**src/rtl/ddr3_avl_pkg.sv**
```systemverilog
// rtl/ddr3_avl_pkg.sv - shared Avalon widths, scalar width and read FSM state type
package ddr3_avl_pkg;

    localparam int AVL_ADDR_W = 26;
    localparam int AVL_DATA_W = 128;
    localparam int SCALAR_W   = 32;

    typedef enum logic [1:0] {
        IDLE      = 2'd0,
        REQ       = 2'd1,
        WAIT_DATA = 2'd2
    } rd_state_e;

endpackage

```
**src/rtl/read_from_ddr3_if.sv**
```systemverilog
// rtl/read_from_ddr3_if.sv - Avalon-MM read command/data bundle between reader and DDR3 controller
interface read_from_ddr3_if;
    import ddr3_avl_pkg::*;

    logic                  ddr3_avl_ready;
    logic [AVL_DATA_W-1:0] ddr3_avl_rdata;
    logic                  ddr3_avl_rdata_valid;
    logic                  ddr3_avl_burstbegin;
    logic                  ddr3_avl_read_req;
    logic [2:0]            ddr3_avl_size;
    logic [AVL_ADDR_W-1:0] ddr3_avl_addr;

    modport master (
        input  ddr3_avl_ready, ddr3_avl_rdata, ddr3_avl_rdata_valid,
        output ddr3_avl_burstbegin, ddr3_avl_read_req, ddr3_avl_size, ddr3_avl_addr
    );

    modport slave (
        output ddr3_avl_ready, ddr3_avl_rdata, ddr3_avl_rdata_valid,
        input  ddr3_avl_burstbegin, ddr3_avl_read_req, ddr3_avl_size, ddr3_avl_addr
    );

endinterface

```
**src/rtl/ddr3_rd_watchdog.sv**
```systemverilog
// rtl/ddr3_rd_watchdog.sv - stall counter that flags a read burst making no progress
module ddr3_rd_watchdog #(
    parameter int TIMEOUT_CYCLES = 1024
) (
    input  logic clk,
    input  logic rst_n,
    input  logic clear_i,
    input  logic run_i,
    output logic expired_o
);

    localparam int CNT_W = $clog2(TIMEOUT_CYCLES + 1);
    localparam logic [CNT_W-1:0] LIMIT = CNT_W'(TIMEOUT_CYCLES - 1);

    logic [CNT_W-1:0] count_q, count_d;

    // Count idle-progress cycles; any command/beat or return to IDLE restarts the window
    always_comb begin
        count_d = count_q;
        if (clear_i) begin
            count_d = '0;
        end else if (run_i && (count_q != LIMIT)) begin
            count_d = count_q + 1'b1;
        end
    end

    // Counter register
    always_ff @(posedge clk or negedge rst_n) begin
        if (!rst_n) begin
            count_q <= '0;
        end else begin
            count_q <= count_d;
        end
    end

    assign expired_o = run_i && !clear_i && (count_q == LIMIT);

endmodule

```
**src/rtl/read_from_ddr3.sv**
```systemverilog
// rtl/read_from_ddr3.sv - single-burst DDR3 Avalon reader; optional watchdog under READ_FROM_DDR3_TIMEOUT_EN
module read_from_ddr3
    import ddr3_avl_pkg::*;
#(
    parameter int BURST_LEN      = 4,
    parameter int TIMEOUT_CYCLES = 1024
) (
    input  logic                  ddr3_clk,
    input  logic                  reset_n,
    input  logic [31:0]           test_addr,
    input  logic                  test_rd,
    output logic                  test_busy,
    output logic [SCALAR_W-1:0]   test_rd_data,
    output logic                  test_rd_done,
    output logic                  test_rd_err,
    output logic [AVL_DATA_W-1:0] rd_beat_data,
    output logic                  rd_beat_valid,
    output logic                  rd_beat_last,
    read_from_ddr3_if.master      avl
);

    localparam logic [2:0] LAST_BEAT = 3'(BURST_LEN - 1);

    rd_state_e             state_q, state_d;
    logic [AVL_ADDR_W-1:0] addr_q, addr_d;
    logic                  read_req_q, read_req_d;
    logic                  burstbegin_q, burstbegin_d;
    logic [2:0]            beat_cnt_q, beat_cnt_d;
    logic [SCALAR_W-1:0]   rd_data_q, rd_data_d;
    logic                  done_q, done_d;
    logic                  err_q, err_d;
    logic [AVL_DATA_W-1:0] beat_data_q, beat_data_d;
    logic                  beat_valid_q, beat_valid_d;
    logic                  beat_last_q, beat_last_d;
    logic                  timeout;

    logic unused_addr_hi;
    assign unused_addr_hi = ^test_addr[31:AVL_ADDR_W];

`ifdef READ_FROM_DDR3_TIMEOUT_EN
    logic wd_clear;

    // Restart the stall window in IDLE and whenever the controller makes progress
    assign wd_clear = (state_q == IDLE)
                   || (state_q == REQ && avl.ddr3_avl_ready)
                   || (state_q == WAIT_DATA && avl.ddr3_avl_rdata_valid);

    ddr3_rd_watchdog #(
        .TIMEOUT_CYCLES (TIMEOUT_CYCLES)
    ) u_watchdog (
        .clk       (ddr3_clk),
        .rst_n     (reset_n),
        .clear_i   (wd_clear),
        .run_i     (state_q != IDLE),
        .expired_o (timeout)
    );
`else
    localparam int UNUSED_TIMEOUT_CYCLES = TIMEOUT_CYCLES;
    assign timeout = 1'b0;
`endif

    // Next-state and registered-output logic for the IDLE -> REQ -> WAIT_DATA burst sequence
    always_comb begin
        state_d      = state_q;
        addr_d       = addr_q;
        read_req_d   = read_req_q;
        burstbegin_d = burstbegin_q;
        beat_cnt_d   = beat_cnt_q;
        rd_data_d    = rd_data_q;
        beat_data_d  = beat_data_q;
        beat_valid_d = 1'b0;
        beat_last_d  = 1'b0;
        done_d       = 1'b0;
        err_d        = 1'b0;

        case (state_q)
            IDLE: begin
                if (test_rd) begin
                    addr_d       = test_addr[AVL_ADDR_W-1:0];
                    read_req_d   = 1'b1;
                    burstbegin_d = 1'b1;
                    beat_cnt_d   = '0;
                    state_d      = REQ;
                end
            end
            REQ: begin
                if (timeout) begin
                    read_req_d   = 1'b0;
                    burstbegin_d = 1'b0;
                    err_d        = 1'b1;
                    state_d      = IDLE;
                end else if (avl.ddr3_avl_ready) begin
                    read_req_d   = 1'b0;
                    burstbegin_d = 1'b0;
                    state_d      = WAIT_DATA;
                end
            end
            WAIT_DATA: begin
                if (avl.ddr3_avl_rdata_valid) begin
                    beat_data_d  = avl.ddr3_avl_rdata;
                    beat_valid_d = 1'b1;
                    beat_cnt_d   = beat_cnt_q + 1'b1;
                    if (beat_cnt_q == 3'd0) begin
                        rd_data_d = avl.ddr3_avl_rdata[SCALAR_W-1:0];
                    end
                    if (beat_cnt_q == LAST_BEAT) begin
                        beat_last_d = 1'b1;
                        done_d      = 1'b1;
                        state_d     = IDLE;
                    end
                end else if (timeout) begin
                    err_d   = 1'b1;
                    state_d = IDLE;
                end
            end
            default: begin
                state_d = IDLE;
            end
        endcase
    end

    // State and output registers
    always_ff @(posedge ddr3_clk or negedge reset_n) begin
        if (!reset_n) begin
            state_q      <= IDLE;
            addr_q       <= '0;
            read_req_q   <= 1'b0;
            burstbegin_q <= 1'b0;
            beat_cnt_q   <= '0;
            rd_data_q    <= '0;
            done_q       <= 1'b0;
            err_q        <= 1'b0;
            beat_data_q  <= '0;
            beat_valid_q <= 1'b0;
            beat_last_q  <= 1'b0;
        end else begin
            state_q      <= state_d;
            addr_q       <= addr_d;
            read_req_q   <= read_req_d;
            burstbegin_q <= burstbegin_d;
            beat_cnt_q   <= beat_cnt_d;
            rd_data_q    <= rd_data_d;
            done_q       <= done_d;
            err_q        <= err_d;
            beat_data_q  <= beat_data_d;
            beat_valid_q <= beat_valid_d;
            beat_last_q  <= beat_last_d;
        end
    end

    assign test_busy               = (state_q != IDLE);
    assign test_rd_data            = rd_data_q;
    assign test_rd_done            = done_q;
    assign test_rd_err             = err_q;
    assign rd_beat_data            = beat_data_q;
    assign rd_beat_valid           = beat_valid_q;
    assign rd_beat_last            = beat_last_q;
    assign avl.ddr3_avl_addr       = addr_q;
    assign avl.ddr3_avl_read_req   = read_req_q;
    assign avl.ddr3_avl_burstbegin = burstbegin_q;
    assign avl.ddr3_avl_size       = 3'(BURST_LEN);

endmodule

```
**src/flat_wrapper.sv**
```systemverilog
// flat-port wrapper written by rule: the top's interface ports become plain ports
module read_from_ddr3_flat import ddr3_avl_pkg::*;
#(
    parameter int BURST_LEN      = 4,
    parameter int TIMEOUT_CYCLES = 1024
)
  (ddr3_clk, reset_n, test_addr, test_rd, test_busy, test_rd_data, test_rd_done, test_rd_err, rd_beat_data, rd_beat_valid, rd_beat_last, avl_ddr3_avl_ready, avl_ddr3_avl_rdata, avl_ddr3_avl_rdata_valid, avl_ddr3_avl_burstbegin, avl_ddr3_avl_read_req, avl_ddr3_avl_size, avl_ddr3_avl_addr);
  read_from_ddr3_if avl_i ();
  input  logic ddr3_clk;
  input  logic reset_n;
  input  logic [31:0] test_addr;
  input  logic test_rd;
  output logic test_busy;
  output logic [SCALAR_W-1:0] test_rd_data;
  output logic test_rd_done;
  output logic test_rd_err;
  output logic [AVL_DATA_W-1:0] rd_beat_data;
  output logic rd_beat_valid;
  output logic rd_beat_last;
  input wire logic [$bits(avl_i.ddr3_avl_ready)-1:0] avl_ddr3_avl_ready;
  input wire logic [$bits(avl_i.ddr3_avl_rdata)-1:0] avl_ddr3_avl_rdata;
  input wire logic [$bits(avl_i.ddr3_avl_rdata_valid)-1:0] avl_ddr3_avl_rdata_valid;
  output wire logic [$bits(avl_i.ddr3_avl_burstbegin)-1:0] avl_ddr3_avl_burstbegin;
  output wire logic [$bits(avl_i.ddr3_avl_read_req)-1:0] avl_ddr3_avl_read_req;
  output wire logic [$bits(avl_i.ddr3_avl_size)-1:0] avl_ddr3_avl_size;
  output wire logic [$bits(avl_i.ddr3_avl_addr)-1:0] avl_ddr3_avl_addr;
  assign avl_i.ddr3_avl_ready = avl_ddr3_avl_ready;
  assign avl_i.ddr3_avl_rdata = avl_ddr3_avl_rdata;
  assign avl_i.ddr3_avl_rdata_valid = avl_ddr3_avl_rdata_valid;
  assign avl_ddr3_avl_burstbegin = avl_i.ddr3_avl_burstbegin;
  assign avl_ddr3_avl_read_req = avl_i.ddr3_avl_read_req;
  assign avl_ddr3_avl_size = avl_i.ddr3_avl_size;
  assign avl_ddr3_avl_addr = avl_i.ddr3_avl_addr;
  read_from_ddr3 #(.BURST_LEN(BURST_LEN), .TIMEOUT_CYCLES(TIMEOUT_CYCLES)) u_core (.ddr3_clk(ddr3_clk), .reset_n(reset_n), .test_addr(test_addr), .test_rd(test_rd), .test_busy(test_busy), .test_rd_data(test_rd_data), .test_rd_done(test_rd_done), .test_rd_err(test_rd_err), .rd_beat_data(rd_beat_data), .rd_beat_valid(rd_beat_valid), .rd_beat_last(rd_beat_last), .avl(avl_i));
endmodule
```
**config.mk**
```make
export PLATFORM = sky130hd
export DESIGN_NAME = read_from_ddr3_flat
export DESIGN_NICKNAME = d
export VERILOG_FILES = /design/src/rtl/ddr3_avl_pkg.sv /design/src/rtl/read_from_ddr3_if.sv /design/src/rtl/ddr3_rd_watchdog.sv /design/src/rtl/read_from_ddr3.sv /design/src/flat_wrapper.sv
export SDC_FILE = /design/constraint.sdc
export NUM_CORES = 1
export LEC_CHECK = 0
export CELL_PAD_IN_SITES_DETAIL_PLACEMENT = 0
export CELL_PAD_IN_SITES_GLOBAL_PLACEMENT = 2
export CORE_MARGIN = 2
export CORE_UTILIZATION = 27
export DETAILED_ROUTE_END_ITERATION = 12
export GPL_ROUTABILITY_DRIVEN = 0
export PLACE_DENSITY_LB_ADDON = 0.1
export SLEW_MARGIN = 10
export SYNTH_ARGS = -nofsm -noshare
export SYNTH_HDL_FRONTEND = slang
export SYNTH_SLANG_ARGS = --single-unit
```
**constraint.sdc**
```tcl
create_clock -name ddr3_clk -period 2 [get_ports ddr3_clk]
set_input_delay 0.6 -clock ddr3_clk [delete_from_list [all_inputs] [get_ports ddr3_clk]]
set_output_delay 0.6 -clock ddr3_clk [all_outputs]
set_load 0.02 [all_outputs]
```
## Yosys cells after proc, flatten, opt, wreduce, memory -nomap -nowiden

Index checks and enable logic that the tools add are counted.

| word-level totals | value |
|---|---|
| register bits after elaboration | 194 |
| output and inout port bits | 196 |
| input bits | 165 |
| logic and storage cells | 43 |

| operators by class | value |
|---|---|
| reduce and logical (&&, ||, !) cells | 11 |
| add/subtract/negate cells | 1 |
| eq/ne operators | 7 |
| mux-type cells | 16 |

Operator list:

| kind | number |
|---|---|
| 3-bit AND reduction | 3 |
| 2-bit two-way mux | 4 |
| 1-bit two-way mux | 7 |
| 3-bit two-way mux | 2 |
| 2-bit != test (second input constant) | 3 |
| 2-bit case mux with 3 select lines | 1 |
| 3-bit case mux with 2 select lines | 1 |
| 2-bit nonzero test | 3 |
| 2-bit AND reduction | 2 |
| 4-bit AND reduction | 1 |
| 3-bit by 1-bit adder with 3-bit output (second input constant) | 1 |
| 3-bit by 2-bit == test with 1-bit output (second input constant) | 1 |
| 3-bit logical NOT | 1 |
| 2-bit by 1-bit == test with 1-bit output (second input constant) | 1 |
| 2-bit == test (second input constant) | 1 |
| 2-bit logical NOT | 1 |
| 2-bit by 1-bit != test with 1-bit output (second input constant) | 1 |
| 1-bit case mux with 2 select lines | 1 |

## Longest topological paths before layout

| logic depth | value |
|---|---|
| word-level depth | 4 |
| mapped depth | 6 |
| mapped depth without buffers | 5 |

## Worst setup path before layout

Ideal clock, no wire load.

| timing path | value |
|---|---|
| path kind | reg2reg |
| from | register u_core.state_q[0] |
| to | register u_core.addr_q[10], in the netlist u_core.avl.ddr3_avl_addr[10] |
| setup time | 125 ps |
| required time | 1875 ps |
| arrival | 1522 ps |
| clock period less this slack | 1646 ps |
| cell stages (with the launch flop) | 6 |
| slack | 354 ps |
| path buffers | 2 |
| cell sequence | dfrtp_1 -> buf_4 -> or2_2 -> nor2_8 -> buf_6 -> mux2_2 |

| between the ends | value |
|---|---|
| longest elaborated chain between the ends | 2 |

Ends and longest elaborated chain:

| what | RTL line | source |
|---|---|---|
| start: declaration | read_from_ddr3.sv:24 | `rd_state_e state_q, state_d;` |
| start signal: assignment | read_from_ddr3.sv:137 | `state_q <= state_d;` |
| 2-bit logical NOT | read_from_ddr3.sv:76 | `case (state_q)` |
| 2-bit AND reduction (no source line) | -- |  |
| end signal: assignment | read_from_ddr3.sv:138 | `addr_q <= addr_d;` |
| end: declaration | read_from_ddr3.sv:25 | `logic [AVL_ADDR_W-1:0] addr_q, addr_d;` |

No other way between the ends.
A chain may end at the register's enable or synchronous reset.

## Worst setup path after layout

| timing path | value |
|---|---|
| from | register u_core.state_q[0] |
| to | output port test_busy |

| between the ends | value |
|---|---|
| longest elaborated chain between the ends | 1 |

Ends and longest elaborated chain:

| what | RTL line | source |
|---|---|---|
| 2-bit nonzero test | read_from_ddr3.sv:151 | `assign test_busy = (state_q != IDLE);` |
| end: declaration | flat_wrapper.sv:13 | `output logic test_busy;` |

No other way between the ends.

==> impl_metrics.py <==
metrics = {
    "floorplanning": {
        "die_y_microns": 171.9,
        "start_util_pct": 27.39,
        "rows": 61,
        "boundaryPins": 361,
        "dieArea_sq_mm": 0.02954,
        "core_region_area_sq_mm": 0.02778,
        "die_w_microns": 171.9,
    },
    "synth": {
        "synthCells": 442,
        "synth_edf_count": 0,
        "synth_seq_area_share_pct": 63.79,
        "synth.avg_cell_area_sq_um": 17.22,
        "synth_warnings": 0,
        "async_flop_share_pct": 100.0,
        "ys_types": 27,
        "ys.flop_type": "dfrtp_1",
        "synth-seq-cells": 194,
        "syn-cell-area_sq_mm": 0.007610,
    },
    "layout": {
        "n_fill_cell": 2610,
        "multi_input_area_sq_mm": 0.002467,
        "area_growth_pct": 59.01,
        "layout-drive-gt1-share_pct": 29.82,
        "ff_latch_area_sq_mm": 0.004855,
        "nets": 980,
        "final_core_util_pct": 43.56,
        "layout.cells.non_filler": 1205,
    },
    "sta": {
        "setup_viol": 0,
        "fin_crit_ps": 1905,
        "rsz0062_at_grt": "false",
        "fin_hold_ws_ps": 114.5,
        "hold_violations": 0,
        "period_share_pct": 95.24,
        "max_freq_ghz": 0.5250,
        "maxSlewViolCount": 0,
        "finClkSkew_ps": 12.08,
    },
    "global_routing": {
        "use_met3_pct": 6.020,
        "grt_pass1_vias": 5512,
        "track_usage_pct": 14.43,
        "grt_antenna_before_repair": 1,
        "busiest_layer": "met2",
        "gr-total-overflow": 0,
        "grtUsageMet2_pct": 24.55,
        "grt_pass1_wl_mm": 32.15,
        "met1_usage_pct": 16.08,
        "grt_max_degree": 54,
    },
    "critical_path": {
        "critPathSlowestCell": "dfrtp_1",
        "critical_path.max_stage_delay_ps": 390,
        "rrSetupSlack_ps": 230,
        "r2r_end": "u_core.rd_beat_data[18]",
        "path_cells": "or2_2 > buf_2",
        "cp-end-kind": "output pin",
        "r2r-start": "u_core.state_q[0]",
        "arrival_ps": 1300,
        "worstPathRequired_ps": 1400,
        "criticalPathCategory": "reg2out",
        "path_max_fanout": 2,
        "critPathLaunchType": "flop",
        "r2r_cells": 4,
    },
    "cts": {
        "holdBufCountCts": 0,
        "cts_buffer_depth": 2,
        "h-tree-depth": 4,
        "clk_latency_ps": 430,
        "cts_num_sinks": 194,
        "tritoncts": "yes",
        "cts_buffers": 17,
        "clk_pin_slew_ps": 70,
        "cts_root_buf": "clkbuf_16",
    },
    "route": {
        "drt_iter0_drc": 155,
        "final_antenna_net_count": 0,
        "drt-total-wl_mm": 21.41,
        "vias": 5021,
        "drc_errors": 0,
        "routedWlPerCell_microns": 17.77,
        "vias_per_cell": 4.167,
        "firstDrtPassIters": 4,
    },
    "pwr": {
        "p_switching_uw": 7283,
        "p_comb_share_pct": 47.0,
        "p_int_uw": 12500,
        "seqPwrFrac_pct": 34.7,
        "powerDensity_mw_per_mm2": 1635,
        "p_total_uw": 19780,
        "ir_drop_mv": 0.8795,
        "power.share.clock_pct": 18.2,
        "p_sw_share_pct": 36.82,
        "power_leakage_uw": 0.005629,
    },
    "min_path": {
        "min_path_type": "in2async",
    },
    "placed_design": {
        "port_buffers": 350,
        "dp_hpwl_mm": 16.23,
        "post-place-cells": 1171,
    },
    "flow_run": {
        "maxCapViolations": 0,
    },
    "run_status": {
        "outcome": "finished, final reports clean",
    },
}
[metal layers]
metal  vias to the layer above  share of wire (%)
met3                        26                9.0
li1                       2279                  -
met5                         -                  0
met2                       204                 50
met4                         0                2.9
met1                      2512                 38
[critical path, delay by kind of cell (launching register included)]
kind | cells | cell delay (ps)
flip-flops | 1 | 390
AND/OR/NAND/NOR | 1 | 320
buffers and inverters | 1 | 180
[metrics by stage]
step                      setup TNS (ps)  area, sq um  worst slack, ps
after floorplan                        0         7617            353.6
after global placement            -24880        11670           -197.3
after detailed placement          -25280        11670           -209.7
after CTS                              0        12060          0.09615
after global routing                   0        12100            25.55
final                                  0        12100            95.16
[cell type report]
class,count,share of cell area [%]
Sequential cell,194,40.12
Timing Repair Buffer,377,30.18
Clock buffer,22,3.919
Clock inverter,10,1.220
Tap cell,378,3.909
Multi-Input combinational cell,215,20.39
Inverter,7,0.2171
Antenna cell,2,0.04136
[synthesized netlist by cell type (2+ instances only)]
| library cell | instances | share of area, % |
|---|---|---|
| a22o_1 | 3 | 0.35 |
| buf_2 | 2 | 0.13 |
| buf_4 | 8 | 0.79 |
| buf_6 | 18 | 2.7 |
| conb_1 | 2 | 0.099 |
| dfrtp_1 | 194 | 64 |
| ha_1 | 3 | 0.49 |
| inv_1 | 7 | 0.35 |
| mux2_1 | 3 | 0.44 |
| mux2_2 | 143 | 21 |
| mux2_4 | 40 | 7.9 |
| nand2_1 | 2 | 0.099 |
| o21ai_0 | 2 | 0.13 |
| o22ai_1 | 2 | 0.16 |
[power by group through the flow]
stage          clock network [uW]  registers, uW  logic, uW
4_1_cts                      3750           6910       9500
2_1_floorplan                   0           9320       3080
6_report                     3610           6870       9300
3_5_place_dp                    0           7010      10800
3_3_place_gp                    0           6920      10700
5_1_grt                      3900           7160       9880
[worst max path at each step]
stage,from,cells after the start,slack [ps],to
2_1_floorplan,u_core.state_q[0],5,350,u_core.avl.ddr3_avl_addr[10]
3_3_place_gp,avl_ddr3_avl_rdata_valid,4,-200,u_core.rd_beat_data[75]
3_5_place_dp,avl_ddr3_avl_rdata_valid,4,-210,u_core.rd_beat_data[32]
4_1_cts,u_core.avl.ddr3_avl_addr[1],1,0.1,avl_ddr3_avl_addr[1]
5_1_grt,u_core.state_q[0],2,30,test_busy
6_report,u_core.state_q[0],2,100,test_busy
[cells by family (layout without fill, tap and decap cells)]
family                   count (synthesis)  in the layout  share of synthesized area, %
other                                    2              6                       0.09869
AND/OR/NAND/NOR                         11             11                         1.151
flip-flops                             194            194                         63.79
multiplexers                           187            187                         29.63
AO/OA/AOI/OAI                           10             10                        0.9044
adder cells (fa/ha/maj)                  3              3                        0.4933
buffers and inverters                   35            416                         3.930
[layout by cell type, fill, tap and decap left out, types with 4 or more instances in the layout]
cell               n
buf_12            11
conb_1             4
dlymetal6s2s_1    13
dlygate4sd2_1    178
mux2_4            40
clkdlybuf4s50_1  157
dfrtp_1          194
clkbuf_16         17
clkinv_4           4
inv_1              7
mux2_2           143
clkbuf_8           4
buf_4             16
[repair_timing]
| item | in CTS | in global routing |
|---|---|---|
| setup buffers | 0 | 0 |
| endpoints found under the setup margin | 179 | 13 |
| gates resized for setup | 182 | 13 |
[state kept, by name, indices dropped and copies added, names as in the netlist]
signal and flops:
u_core.rd_beat_valid 1, u_core.state_q 2, u_core.test_rd_data 32, u_core.beat_cnt_q 3
u_core.avl.ddr3_avl_addr 26, u_core.rd_beat_last 1, u_core.rd_beat_data 128, u_core.avl.ddr3_avl_burstbegin 1
Power figures use the tool's default switching activity.
==> variant 1, RTL diff (config.mk and constraints unchanged) <==
Set the package constant `AVL_DATA_W` to 192 (it was 128).
--- a/src/rtl/ddr3_avl_pkg.sv
+++ b/src/rtl/ddr3_avl_pkg.sv
@@ -3,5 +3,5 @@
 
     localparam int AVL_ADDR_W = 26;
-    localparam int AVL_DATA_W = 128;
+    localparam int AVL_DATA_W = 192;
     localparam int SCALAR_W   = 32;
 
Interface: changed (resized avl_ddr3_avl_rdata and rd_beat_data); port bits go from 361 to 489. No check against the original RTL was run, so the function may have changed too.
==> variant 1 against the unedited design <==
  * Final area up 35%
  * Core utilization up 1.2 points
  * Sequential cell count up 64
  * Clock power up 60%
  * Die area up 31%
  * Sequential power up 32%
  * Clock skew down 0.00055 ns
  * Setup slack worse by 0.045 ns
  * Total power up 38%
  * Routed wire length up 46%
  * Area after synthesis up 31%
  * Largest power group unchanged
==> variant 1: results (changes against the unedited design) <==
| Metric | Value |
|---|---|
| Wl on met1 | `11.9 mm (+47%)` |
| Hold crit path type | `reg2reg` |
| Worst reg-to-reg setup slack | `0.13 ns (-0.10 ns)` |
| Final HPWL DP | `24.2 mm (+49%)` |
| Hold buffers post-CTS | `1 (+1)` |
| Met3 wire length | `3.96 mm (+110%)` |
| CP Launch Point | `u_core.avl.ddr3_avl_burstbegin` |
| Reg-to-reg startpoint | `u_core.state_q[0]` |
| Top Metal Used | `met5` |
| Worst Reg-to-Reg Cells | `6 (+2)` |
| Latest clock arrival within the worst-skew pair | `0.56 ns (+0.13 ns)` |
| Inst Count DP | `1531 (+31%)` |
| Dominant cells by area after synthesis | `dfrtp_1, mux2_2, mux2_4, buf_6, mux2_1` |
| Largest net degree at the start of global routing | `56 (+3.7%)` |
| Clk buf depth | `3 (+1)` |
| Maximum VDD drop | `0.805 mV (-8.5%)` |
| Layout fillers | `3416 (+31%)` |
| Grt met1 use | `0.183 (+0.0224)` |
| Status | `finished clean` |
| Post_cts resized | `264 (+45%)` |
| Worst Path Arrival | `1.35 ns (+0.05 ns)` |
| Antenna fix cells | `0 (-2)` |
| Slowest stage delay, CP | `0.43 ns (+0.04 ns)` |
| Nets | `1330 (+36%)` |
| Syn_area_per_cell | `17.3 um2 (+0.71%)` |
| Maximum fanout along the worst path | `4 (+2)` |
| FF-to-FF End | `u_core.rd_beat_data[80]` |
| Max FFs per register | `192 (+50%)` |
| Met2 WL | `14.7 mm (+36%)` |
| Setup Skew | `0.0115 ns (-0.000549 ns)` |
| GR Util met2 | `0.264 (+0.0185)` |
| H-tree Lvls | `1 (-3)` |
| Layout cells sized above 1 | `0.306 (+0.00779)` |
| Sequential fraction of the synthesis area | `0.645 (+0.00737)` |
| First-pass GRT wire length | `46.5 mm (+45%)` |
| DR iter-0 viols | `129 (-17%)` |
| Number of port buffers | `478 (+37%)` |
| Synth top cells by count | `dfrtp_1, mux2_2, mux2_4` |
| Net Switching | `9920 uW (+36%)` |
| Via count | `6700 (+33%)` |
| Drt total wl | `31.3 mm (+46%)` |
| GRT Resource Usage Total | `0.160 (+0.0156)` |
| Met3 usage | `0.0815 (+0.0213)` |
| Via count of the first global-routing pass | `7258 (+32%)` |
| Ys async rst share | `1.00 (unchanged)` |
| Antenna violations before repair | `2 (+1)` |
| Hold_sp | `u_core.rd_beat_data[83]` |
| Cell family with most CP delay | `flip-flops` |
| LEAKAGE | `0.00746 uW (+32%)` |
| CTS Buf Count | `31 (+14)` |
| Routed vias/inst | `4.22 (+1.2%)` |
## variant 1: changes by cell type after synthesis
cell     delta
mux2_2     +60
mux2_1      +4
buf_6       +6
dfrtp_1    +64
buf_2       +1
## variant 1: final cells by class
type,count,area [um2],share of cell area
multi-input combinational,279,3190,0.195
sequential,258,6460,0.395
clock buffer,44,915,0.0560
timing repair buffer,521,5030,0.308
tap,468,586,0.0358
clock inverter,12,139,0.00850
inverter,7,26.3,0.00161
## variant 1: how the worst max path moves through the flow
stage                     cells after the start                           end
final                                         1         avl_ddr3_avl_read_req
after global routing                          1       avl_ddr3_avl_burstbegin
after CTS                                     1         avl_ddr3_avl_read_req
after detailed placement                      5       u_core.rd_beat_data[87]
after global placement                        5       u_core.rd_beat_data[80]
after floorplan                               5  u_core.avl.ddr3_avl_addr[10]
## variant 1: logic make-up after synthesis
kind of cell,Yosys count,share of synthesized area
other,2,0.000751
adder cells (fa/ha/maj),3,0.00375
AO/OA/AOI/OAI,10,0.00688
buffers and inverters,42,0.0371
flip-flops,258,0.645
multiplexers,251,0.297
AND/OR/NAND/NOR,11,0.00875
## variant 1: per-stage QoR
stage	setup WS, ns	util	cell area, um2	hold slack, ns
floorplan	0.353	-	10000	0.304
global placement	-0.224	0.427	15600	0.469
detailed placement	-0.239	0.427	15600	0.479
CTS	0.00138	0.447	16300	0.487
global route	-0.0107	0.447	16300	0.504
finish	0.0498	0.447	16300	0.483
## variant 1: power groups by stage
stage / sequential [uW] / combinational [uW] / clock, uW
after floorplan: 12400 / 3900 / 0
after global placement: 9190 / 14400 / 0
after global routing: 9480 / 13200 / 6200
final: 9080 / 12400 / 5760
after CTS: 9120 / 12600 / 5980
after detailed placement: 9260 / 14500 / 0
==> variant 2, RTL diff (same settings) <==
Made on the original files. Encoding of `rd_state_e`: now one-hot (3 bits for 3 states).
--- a/src/rtl/ddr3_avl_pkg.sv
+++ b/src/rtl/ddr3_avl_pkg.sv
@@ -6,8 +6,8 @@
     localparam int SCALAR_W   = 32;
 
-    typedef enum logic [1:0] {
-        IDLE      = 2'd0,
-        REQ       = 2'd1,
-        WAIT_DATA = 2'd2
+    typedef enum logic [2:0] {
+        IDLE      = 3'b001,
+        REQ       = 3'b010,
+        WAIT_DATA = 3'b100
     } rd_state_e;
 
Behaviour: no difference found for any inputs over 4 cycles, from zero or initial values and one cycle with reset_n low; so few cycles prove little.
==> variant 2 against the unedited design <==
  * Fmax is 1.4% higher
  * Clock power is 8.0% lower
  * Sequential power is 13% lower
  * Critical path depth is 1 higher
  * Setup slack better by 0.027 ns
  * Core utilization is 0.60 points higher
  * Total power is 23% lower
  * Final area is 1.4% lower
  * First-iteration DRC count is 13% lower
  * Routed wire length is 2.3% lower
  * Synthesized cell count is 0.23% lower
  * Sequential cell count is 1 higher
  * Area after synthesis is 2.0% lower
==> variant 2: results (changes against the unedited design) <==
| Metric | Value |
|---|---|
| Netlist cell types | `25 (-7.4%)` |
| Via count of the first global-routing pass | `5600 (+1.6%)` |
| Layout fillers | `2525 (-3.3%)` |
| Antenna violations before repair | `0 (-1)` |
| Nets | `983 (+0.31%)` |
| Dominant cells by area after synthesis | `dfrtp_1, mux2_2, mux2_1, buf_6, mux2_4` |
| LEAKAGE | `0.00617 uW (+9.6%)` |
| Critical path's slowest cell | `dfrtp_2` |
| WL per Instance | `17.9 um (+0.76%)` |
| Share of the synthesized area in the top cell type | `0.651 (+0.0133)` |
| FF-to-FF End | `u_core.beat_cnt_q[0]` |
| Clk buf depth | `2 (unchanged)` |
| Setup Slack @ Placement | `-0.293 ns (-0.0837 ns)` |
| First-pass DRT Iterations | `4 (unchanged)` |
| Synth top cells by count | `dfrtp_1, mux2_2, mux2_1` |
| Maximum VDD drop | `0.523 mV (-41%)` |
| Status | `finished clean` |
| Maximum fanout along the worst path | `7 (+5)` |
| Slowest stage delay, CP | `0.46 ns (+0.07 ns)` |
| GRT Resource Usage Total | `0.147 (+0.00274)` |
| Clk root buf | `clkbuf_16` |
| Cell family with most CP delay | `flip-flops` |
| Area Growth Syn to Fin | `60.1%` |
| Final HPWL DP | `16.1 mm (-0.57%)` |
| Routed vias/inst | `4.29 (+3.1%)` |
| CP Launch Point | `u_core.state_q[1]` |
| Layout cells sized above 1 | `0.273 (-0.0252)` |
| First-pass GRT wire length | `32.3 mm (+0.53%)` |
| DR iter-0 viols | `135 (-13%)` |
| Largest net degree at the start of global routing | `46 (-15%)` |
| Sequential fraction of the synthesis area | `0.655 (+0.0168)` |
| Ys async rst share | `1.00 (unchanged)` |
| Worst Reg-to-Reg Cells | `5 (+1)` |
| Latest clock arrival within the worst-skew pair | `0.43 ns (about the same)` |
| CTS Buf Count | `17 (unchanged)` |
| Post-CTS setup buffer count | `0 (unchanged)` |
| Reg-to-reg startpoint | `u_core.state_q[0]` |
| Setup Skew | `0.0128 ns (+0.000707 ns)` |
| Max-slew violations | `0 (unchanged)` |
| Antenna fix cells | `0 (-2)` |
==> variant 2: cell count changes in the layout (fill, tap and decap cells not counted), sizes merged, moves of 2 or more <==
cell          change
dlymetal6s2s     -10
a21oi             +2
inv               +2
o22ai             -2
dlygate4sd2      +10
nor2              +2
diode             -2
bufinv            -3
and2              +2
clkbuf            -2
buf               +3
==> variant 2: timing repair <==
| action | CTS | global route |
|---|---|---|
| setup endpoints to repair | 189 | 3 |
| resized for setup | 194 | 3 |
| pin swaps | 0 | 0 |
==> variant 2: cell type report <==
type / instances / area share
Multi-Input combinational cell: 215 / 0.197
Timing Repair Buffer: 380 / 0.308
Tap cell: 341 / 0.0358
Clock inverter: 12 / 0.00954
Clock buffer: 20 / 0.0383
Inverter: 6 / 0.00189
Sequential cell: 195 / 0.409
==> variant 2: kinds of logic after synthesis <==
family / share of synthesized area
flip-flops: 0.655
multiplexers: 0.287
buffers and inverters: 0.0331
AND/OR/NAND/NOR: 0.0116
AO/OA/AOI/OAI: 0.00722
adder cells (fa/ha/maj): 0.00504
other: 0.00101
==> variant 2: per-stage QoR <==
stage | power, uW | cell area [um2] | setup TNS (ns) | hold WS (ns) | instances
3_3_place_gp | 12900 | 11600 | -34.80 | 0.473 | 1137
2_1_floorplan | 9240 | 7460 | 0 | 0.304 | 443
6_report | 15200 | 11900 | 0 | 0.103 | 1169
3_5_place_dp | 13100 | 11600 | -39.13 | 0.478 | 1137
4_1_cts | 15500 | 11900 | 0 | 0.104 | 1169
5_1_grt | 16100 | 11900 | 0 | 0.111 | 1169
==> variant 2: worst max path at each step <==
stage,end,slack (ns)
floorplan,u_core.avl.ddr3_avl_addr[10],0.28
global placement,u_core.beat_cnt_q[0],-0.26
detailed placement,u_core.beat_cnt_q[0],-0.29
CTS,test_rd_data[5],0.002
global route,test_busy,0.04
finish,test_busy,0.12
==> variant 2: metal layers <==
metal | global-route usage | vias to the layer above | wire length, um
li1 | - | 2297 | -
met5 | 0 | - | 0
met1 | 0.165 | 2507 | 8030
met3 | 0.0544 | 20 | 1670
met4 | 0.0416 | 0 | 330
met2 | 0.261 | 196 | 10900
==> variant 2: power breakdown <==
part / internal, uW / switching (uW) / leakage [uW]
registers: 5300 / 662 / 0.00258
clock network: 1710 / 1610 / 0.000279
logic: 2760 / 3130 / 0.00331
